==> config.mk <==
export PLATFORM = sky130hd
export DESIGN_NAME = load_store_unit
export DESIGN_NICKNAME = d
export VERILOG_FILES = /design/src/rtl/load_store_unit.sv
export SDC_FILE = /design/constraint.sdc
export NUM_CORES = 1
export LEC_CHECK = 0
export ABC_AREA = 1
export BUFFER_PORTS_ARGS = -buffer_cell sky130_fd_sc_hd__buf_2
export CAP_MARGIN = 30
export CORE_MARGIN = 10
export CORE_UTILIZATION = 46
export CTS_CLUSTER_SIZE = 28
export DETAILED_ROUTE_END_ITERATION = 10
export GPL_ROUTABILITY_DRIVEN = 0
export PLACE_DENSITY = 0.79
export SLEW_MARGIN = 5
export SYNTH_ARGS = -nofsm -noshare
export SYNTH_HDL_FRONTEND = slang
export SYNTH_SLANG_ARGS = --single-unit
==> constraint.sdc <==
create_clock -name clk -period 2.15 [get_ports clk]
set_clock_uncertainty 0.15 [all_clocks]
set_input_delay 0.1075 -clock clk [delete_from_list [all_inputs] [get_ports clk]]
set_output_delay 0.1075 -clock clk [all_outputs]
set_load 0.02 [all_outputs]
==> src/rtl/load_store_unit.sv <==
// MEM-stage load/store unit: one request in flight, naturally aligned memory
// accesses only, sign/zero-extended load results returned over a valid/ready port.
module load_store_unit #(
    parameter int XLEN    = 32,
    parameter int MEM_LAT = 1
) (
    input  logic            clk,
    input  logic            rst,
    input  logic            req_valid,
    output logic            req_ready,
    input  logic            req_we,
    input  logic [2:0]      req_funct3,
    input  logic [XLEN-1:0] req_addr,
    input  logic [31:0]     req_wdata,
    output logic            rsp_valid,
    input  logic            rsp_ready,
    output logic [31:0]     rsp_rdata,
    output logic            rsp_misaligned,
    output logic [XLEN-1:0] mem_addr,
    output logic [1:0]      mem_rw_size,
    output logic            mem_read,
    output logic            mem_write,
    output logic [31:0]     mem_write_data,
    input  logic [31:0]     mem_read_data
);
    localparam int CW = (MEM_LAT > 1) ? $clog2(MEM_LAT) : 1;

    typedef enum logic [1:0] {IDLE, ACCESS, RESP} state_e;

    state_e          state_q, state_d;
    logic [CW-1:0]   cnt_q, cnt_d;
    logic            we_q, we_d;
    logic [2:0]      f3_q, f3_d;
    logic [1:0]      lane_q, lane_d;

    logic            mem_read_q, mem_read_d;
    logic            mem_write_q, mem_write_d;
    logic [XLEN-1:0] mem_addr_q, mem_addr_d;
    logic [1:0]      mem_size_q, mem_size_d;
    logic [31:0]     mem_wdata_q, mem_wdata_d;
    logic            rsp_valid_q, rsp_valid_d;
    logic [31:0]     rsp_rdata_q, rsp_rdata_d;
    logic            rsp_mis_q, rsp_mis_d;

    logic            accept;
    logic            req_mis;
    logic [31:0]     store_repl;
    logic [31:0]     lane_data;
    logic [31:0]     load_ext;

    assign req_ready = (state_q == IDLE) && !rst;
    assign accept    = req_valid && req_ready;

    always_comb begin
        case (req_funct3[1:0])
            2'b00:   req_mis = 1'b0;
            2'b01:   req_mis = req_addr[0];
            2'b10:   req_mis = |req_addr[1:0];
            default: req_mis = 1'b1;
        endcase
    end

    always_comb begin
        case (req_funct3[1:0])
            2'b00:   store_repl = {4{req_wdata[7:0]}};
            2'b01:   store_repl = {2{req_wdata[15:0]}};
            default: store_repl = req_wdata;
        endcase
    end

    // Shift the addressed lane down to bit 0; halves are aligned so addr[0]=0 there.
    always_comb begin
        lane_data = mem_read_data >> {lane_q, 3'b000};
        case (f3_q[1:0])
            2'b00:   load_ext = {{24{lane_data[7] & ~f3_q[2]}}, lane_data[7:0]};
            2'b01:   load_ext = {{16{lane_data[15] & ~f3_q[2]}}, lane_data[15:0]};
            default: load_ext = mem_read_data;
        endcase
    end

    always_ff @(posedge clk) begin
        if (rst) begin
            state_q     <= IDLE;
            cnt_q       <= '0;
            we_q        <= 1'b0;
            f3_q        <= '0;
            lane_q      <= '0;
            mem_read_q  <= 1'b0;
            mem_write_q <= 1'b0;
            mem_addr_q  <= '0;
            mem_size_q  <= '0;
            mem_wdata_q <= '0;
            rsp_valid_q <= 1'b0;
            rsp_rdata_q <= '0;
            rsp_mis_q   <= 1'b0;
        end else begin
            state_q     <= state_d;
            cnt_q       <= cnt_d;
            we_q        <= we_d;
            f3_q        <= f3_d;
            lane_q      <= lane_d;
            mem_read_q  <= mem_read_d;
            mem_write_q <= mem_write_d;
            mem_addr_q  <= mem_addr_d;
            mem_size_q  <= mem_size_d;
            mem_wdata_q <= mem_wdata_d;
            rsp_valid_q <= rsp_valid_d;
            rsp_rdata_q <= rsp_rdata_d;
            rsp_mis_q   <= rsp_mis_d;
        end
    end

    always_comb begin
        state_d = state_q;
        cnt_d   = cnt_q;
        we_d    = we_q;
        f3_d    = f3_q;
        lane_d  = lane_q;
        case (state_q)
            IDLE: begin
                if (accept) begin
                    we_d    = req_we;
                    f3_d    = req_funct3;
                    lane_d  = req_addr[1:0];
                    cnt_d   = CW'(MEM_LAT - 1);
                    state_d = req_mis ? RESP : ACCESS;
                end
            end
            ACCESS: begin
                if (cnt_q == '0) state_d = RESP;
                else             cnt_d   = cnt_q - CW'(1);
            end
            RESP: begin
                if (rsp_ready) state_d = IDLE;
            end
            default: state_d = IDLE;
        endcase
    end

    // Strobes are launched on the accept edge so they cover exactly MEM_LAT cycles.
    always_comb begin
        mem_read_d  = 1'b0;
        mem_write_d = 1'b0;
        mem_addr_d  = '0;
        mem_size_d  = '0;
        mem_wdata_d = '0;
        rsp_valid_d = rsp_valid_q;
        rsp_rdata_d = rsp_rdata_q;
        rsp_mis_d   = rsp_mis_q;
        case (state_q)
            IDLE: begin
                if (accept) begin
                    if (req_mis) begin
                        rsp_valid_d = 1'b1;
                        rsp_mis_d   = 1'b1;
                        rsp_rdata_d = '0;
                    end else begin
                        mem_read_d  = !req_we;
                        mem_write_d = req_we;
                        mem_addr_d  = req_addr;
                        mem_size_d  = req_funct3[1:0];
                        mem_wdata_d = req_we ? store_repl : '0;
                    end
                end
            end
            ACCESS: begin
                if (cnt_q != '0) begin
                    mem_read_d  = mem_read_q;
                    mem_write_d = mem_write_q;
                    mem_addr_d  = mem_addr_q;
                    mem_size_d  = mem_size_q;
                    mem_wdata_d = mem_wdata_q;
                end else begin
                    rsp_valid_d = 1'b1;
                    rsp_mis_d   = 1'b0;
                    rsp_rdata_d = we_q ? '0 : load_ext;
                end
            end
            RESP: begin
                if (rsp_ready) begin
                    rsp_valid_d = 1'b0;
                    rsp_rdata_d = '0;
                    rsp_mis_d   = 1'b0;
                end
            end
            default: ;
        endcase
    end

    assign mem_read       = mem_read_q;
    assign mem_write      = mem_write_q;
    assign mem_addr       = mem_addr_q;
    assign mem_rw_size    = mem_size_q;
    assign mem_write_data = mem_wdata_q;
    assign rsp_valid      = rsp_valid_q;
    assign rsp_rdata      = rsp_rdata_q;
    assign rsp_misaligned = rsp_mis_q;

endmodule
Word-level counts from Yosys, hierarchy flattened
Index checks and enable logic that the tools add are counted.
{ "totals": {"ram_bits": 0, "in_bits": 104, "latchBits": 0, "mem_count": 0, "rom_bits": 0, "elab_cells": 83, "out_inout_bits": 103, "reg_bits": 111} }
{ "classes": {"reduce_logical": 14, "shift": 1, "bitwise_logic": 3, "order_cmp": 0, "n_addsub": 1, "n_mul": 0, "n_mux": 42, "div": 0, "n_eq_ne": 9} }
{ "ops": {"columns": ["op", "n"], "rows": [
  ["two-way mux 32 bit", 11],
  ["one-hot mux 32 bit (2 select lines)", 4],
  ["one-hot mux 32 bit (3 select lines)", 1],
  ["right shift 32 x 5 -> 16 bit", 1],
  ["two-way mux 2 bit", 7],
  ["two-way mux 1 bit", 11],
  ["one-hot mux 1 bit (3 select lines)", 3],
  ["!= test 2 bit, second input constant", 4],
  ["equality test 2 x 1 -> 1 bit, second input constant", 3],
  ["logical NOT 2 bit", 3],
  ["one-hot mux 1 bit (2 select lines)", 3],
  ["one-hot mux 2 bit (3 select lines)", 1],
  ["AND reduction 5 bit", 1],
  ["equality test 2 bit, second input constant", 2],
  ["one-hot mux 2 bit (2 select lines)", 1],
  ["AND reduction 2 bit", 2],
  ["AND reduction 3 bit", 1],
  ["nonzero test 3 bit", 1],
  ["AND 1 bit", 2],
  ["logical AND 1 bit", 2],
  ["logical NOT 1 bit", 2],
  ["nonzero test 2 bit", 1],
  ["OR reduction 2 bit", 1],
  ["NOT 1 bit", 1],
  ["subtractor 1 bit, second input constant", 1]
]} }

Depth between registers and ports, before layout
{ "logic_depth": {"depth_word": 6, "depth_mapped": 10, "mapped_depth_nobuf": 9} }

Worst setup path before layout
OpenSTA, ideal clock, no wires.
{ "synth_path": {"path_type": "flip-flop to flip-flop", "from": "register state_q[0]", "to": "register rsp_rdata_q[7] (netlist: rsp_rdata[7])", "path_stages_with_launch": 11, "n_path_buf": 1, "t_required_ns": 1.932, "period_less_slack_ns": 1.667, "setup_time_ns": 0.068, "t_arrival_ns": 1.449, "slack_ns": 0.483, "cell_sequence": "dfxtp_1 > inv_1 > ha_1 > o21ai_2 > nand2_2 > nor2_4 > nand2_4 > nor2_8 > buf_6 > nand2_1 > a21oi_2"} }
{ "synth_via": {"elab_chain_len": 5, "word_cells_on_any_way": 12, "classes_between": "eq/ne: 6; mux: 1; reduce/logical: 5"} }
{ "synth_rtl": {"columns": ["item", "line", "source"], "rows": [
  ["from (decl)", "30", "state_e state_q, state_d;"],
  ["from (signal assigned)", "97", "state_q <= state_d;"],
  ["logical NOT 2 bit", "51, 150", null],
  ["logical AND 1 bit", "51", "assign req_ready = (state_q == IDLE) && !rst;"],
  ["logical AND 1 bit", "52", "assign accept = req_valid && req_ready;"],
  ["!= test 2 bit (no source line)", null, null],
  ["AND reduction 5 bit (no source line)", null, null],
  ["to (signal assigned)", "108", "rsp_rdata_q <= rsp_rdata_d;"],
  ["to (decl)", "42", "logic [31:0] rsp_rdata_q, rsp_rdata_d;"]
]} }
Several ways; a longest one is shown, not always the timed one.
A chain may end at the register's enable or synchronous reset.

Worst setup path in the final report
{ "layout_path": {"from": "input req_funct3[1]", "to": "register mem_wdata_q[30] (netlist: mem_write_data[30])"} }
{ "layout_via": {"elab_chain_len": 6, "word_cells_on_any_way": 9, "classes_between": "eq/ne: 2; mux: 6; reduce/logical: 1"} }
{ "layout_rtl": {"columns": ["item", "line", "source"], "rows": [
  ["from (decl)", "12", "input logic [2:0] req_funct3,"],
  ["equality test 2 x 1 -> 1 bit / logical NOT 2 bit (equally long branches)", "55, 64", null],
  ["one-hot mux 32 bit (2 select lines)", "64", "case (req_funct3[1:0])"],
  ["two-way mux 32 bit", "162", "mem_wdata_d = req_we ? store_repl : '0;"],
  ["two-way mux 32 bit *", "153", "if (req_mis) begin"],
  ["two-way mux 32 bit *", "152", "if (accept) begin"],
  ["one-hot mux 32 bit (2 select lines) *", "150", "case (state_q)"],
  ["to (signal assigned)", "106", "mem_wdata_q <= mem_wdata_d;"],
  ["to (decl)", "40", "logic [31:0] mem_wdata_q, mem_wdata_d;"]
]} }
Mark *: on every way between the ends. The rest lies on a longest branch, timed or not.

==> Flow_metrics.wiki <==
{| class="wikitable"
! Metric !! Value
|-
| Main combinational cell family by area after synthesis || simple AND/OR/NAND/NOR gates
|-
| Detailed placement HPWL || 11.5 mm
|-
| Total of warnings raised by yosys || 0
|-
| Antenna violations before repair || 2
|-
| Remaining global-route overflow || 0
|-
| Level count of the clock H-tree || 3
|-
| Nets@finish || 1007
|-
| Total CTS buffers || 9
|-
| Clock slew at the register clock pins of the worst setup and hold paths || 120 ps
|-
| Crit path launch type || input port
|-
| CP dominant cell by count || dlygate4sd3_1
|-
| Number of global-route vias before repair || 5238
|-
| Buffering stage count on the worst path with inverters included || 4
|-
| Core footprint || 0.00933 mm^2
|-
| Count of pins on the block boundary || 207
|-
| Sequential element share of the synthesized area || 0.496
|-
| Transition at the pin with the smallest max-transition slack || 592 ps
|-
| WHS Path Cells || 4
|-
| Mean routed wirelength per cell || 16.9 um
|-
| Final min period || 2140 ps
|-
| Mean cell area of the mapped netlist || 7.41 um^2
|-
| Class of the tightest hold or removal check || input port to register
|-
| Clock sink count || 110
|-
| Wire length of the first global-routing pass || 27.4 mm
|-
| Final slew viol count || 0
|-
| Share of the cycle needed by the critical path after routing || 0.995
|-
| Routed vias/inst || 5.01
|-
| RSZ-0062 raised after global routing || no
|-
| Biggest cell delay along the critical path || 600 ps
|-
| Post-detailed-route DRC marker count || 0
|-
| Slowest stage cell on the critical path || dlygate4sd3_1
|-
| Post-synthesis instance total || 600
|-
| Post-synthesis mux area share || 0
|-
| Post-placement cell area || 0.00555 mm^2
|-
| Critical setup path kind || input port to register
|-
| CTS tree || done
|-
| Finished layout cell area || 0.00677 mm^2
|-
| Largest net degree at the start of global routing || 36
|-
| Leakage component of the power || 3.48 nW
|-
| GRT Overall Usage || 0.237
|-
| First-iteration detailed-routing DRC count || 578
|-
| Die height || 118 um
|-
| Horiz. Die Dim || 118 um
|-
| Share of synthesized cell area in full adder, half adder and majority cells || 0.0113
|-
| Number of buffers between clock root and the deepest sink || 2
|-
| Via Count || 5188
|-
| Cell-by-cell trace of the critical path || dlygate4sd3_1, buf_2, buf_4, nor2_2, a221oi_1, dlygate4sd3_1, nor2_1
|-
| Max-cap violations || 0
|-
| Max rail drop VDD || 0.475 mV
|-
| Simple-gate share of the synthesized area || 0.282
|-
| Count of nets left with antenna violations after detail routing || 0
|-
| Overall die area || 0.0140 mm^2
|-
| Critical path arrival || 2250 ps
|-
| Headroom to the max-slew limit || 0.605
|-
| Cell Pwr Density || 817 mW/mm^2
|-
| Proportion of layout cells with a drive suffix above 1 || 0.294
|-
| Clock root buffer || clkbuf_8
|-
| Endpoint kind of the worst setup timing path || register
|-
| Depth of the critical timing path with buffers and inverters included || 7
|-
| Total iterations of the first detailed-routing run || 6
|-
| Kind of cell with the highest combined delay on the critical path || buffers and inverters
|-
| Number of flip-flops and latches in the synthesized netlist || 110
|-
| Port Buffer Count || 206
|-
| Synthesized cell area || 0.00444 mm^2
|-
| Status || complete, no violations
|-
| Compound-cell area share of the yosys netlist || 0.116
|-
| Synth cell types || 27
|-
| Initial core utilization || 0.476
|-
| Total of endpoints with negative setup slack in the final report || 0
|-
| FP Rows || 35
|-
| Length in cells of the worst reg-to-reg path || 10
|-
| Total Routed Length || 17.4 mm
|-
| Maximum fanout along the worst path || 25
|-
| Synth Area in XOR/XNOR || 0
|-
| Final-layout setup total negative slack || 0 ps
|-
| Count of endpoints failing hold in the final timing report || 0
|-
| Required @ worst endpoint || 2260 ps
|-
| Area Overhead vs Synth || 52.5%
|-
| Highest clock rate || 467 MHz
|-
| Skew-Pair Late Insertion Delay || 370 ps
|-
| Post-Syn Nets || 708
|}
==> cell usage in the layout (no fill, tap or decap), drive strengths merged, types with 6 or more instances in the layout <==
cell type and n:
o21ai 28, nor2 124, clkbuf 10, a21oi 69, or2 7, dfxtp 110, nand3 34, nand2 118
buf 221, inv 68, nand4 6, dlygate4sd3 97
==> cell families after synthesis <==
kind of cell | Yosys count
and+or+nand+nor | 292
DFF | 110
AOI/OAI and AO/OA | 99
buffers and inverters | 95
adders and majority gates | 4
==> final timing paths <==
check / endpoint / from / slack [ps]
max reg2reg: rsp_rdata[13] / state_q[1] / 180
min reg2reg: rsp_rdata[10] / rsp_rdata[10] / 320
min: rsp_rdata[5] / mem_read_data[5] / 10
max: mem_write_data[30] / req_funct3[1] / 10
==> flip-flops by register name (all words and copies together) (netlist names) <==
register	cells
rsp_misaligned	1
mem_rw_size	2
mem_read	1
f3_q	3
rsp_rdata	32
rsp_valid	1
lane_q	2
mem_write_data	32
we_q	1
mem_write	1
state_q	2
mem_addr	32
==> where the power goes <==
group | internal [mW] | switching, mW | leakage (nW)
clock | 0.487 | 0.772 | 0.103
sequential | 2.21 | 0.0955 | 0.891
combinational | 0.715 | 1.26 | 2.49
total | 3.41 | 2.12 | 3.48
==> cells in the mapped netlist <==
cell      instances  area share
nor2_1          122        0.10
nand2_1         112       0.095
dfxtp_1         110        0.50
a21oi_1          67       0.075
inv_1            61       0.052
nand3_1          30       0.034
o21ai_0          26       0.029
buf_2            11       0.012
clkbuf_1         10      0.0084
or2_2             7      0.0099
nand4_1           6      0.0084
buf_6             5       0.013
buf_4             4      0.0068
ha_1              4       0.011
nand2_2           4      0.0056
inv_2             3      0.0025
nand3_2           3      0.0068
nor3_1            3      0.0034
a21oi_2           2      0.0039
nand2_4           2      0.0051
o21ai_2           2      0.0039
a211oi_1          1      0.0017
a221oi_1          1      0.0020
clkinv_1          1     0.00084
nand3_4           1      0.0039
nor2_4            1      0.0025
nor2_8            1      0.0045
==> layout make-up <==
| type | instances | area [um^2] |
|---|---|---|
| inverter | 65 | 244 |
| sequential | 110 | 2200 |
| timing repair buffer | 318 | 2130 |
| tap | 129 | 161 |
| clock buffer | 10 | 138 |
| multi-input combinational | 395 | 1830 |
| fill | 690 | 2550 |
| clock inverter | 6 | 60.1 |
| antenna | 2 | 5.00 |
==> tightest hold or removal path: stages <==
cell	delay (ps)
buf_2	80
or2_2	90
nand3_1	70
a21oi_1	140
==> routing by layer <==
metal	routed length [um]	global-route usage
met1	6360	0.252
met2	8490	0.411
met3	2120	0.0957
met4	481	0.0896
met5	0	0.00347
==> stage by stage <==
stage	utilization	power [mW]	cells	worst slack, ps	hold WS, ps
after global placement	0.595	4.02	918	350	163
after global routing	0.726	5.85	1035	0.600	28.5
after detailed placement	0.595	4.08	918	182	167
after floorplan	-	3.59	600	483	29.9
after CTS	0.721	5.46	1031	105	4.09
final	0.726	5.54	1035	10.3	9.90
==> timing repair <==
item                                    4_1_cts  5_1_grt
endpoints found under the setup margin        0       41
gates resized for setup                       0        5
buffers inserted                              0        2
endpoints found under the hold margin        97        0
hold buffers                                 97        0
Power figures use the tool's default switching activity.
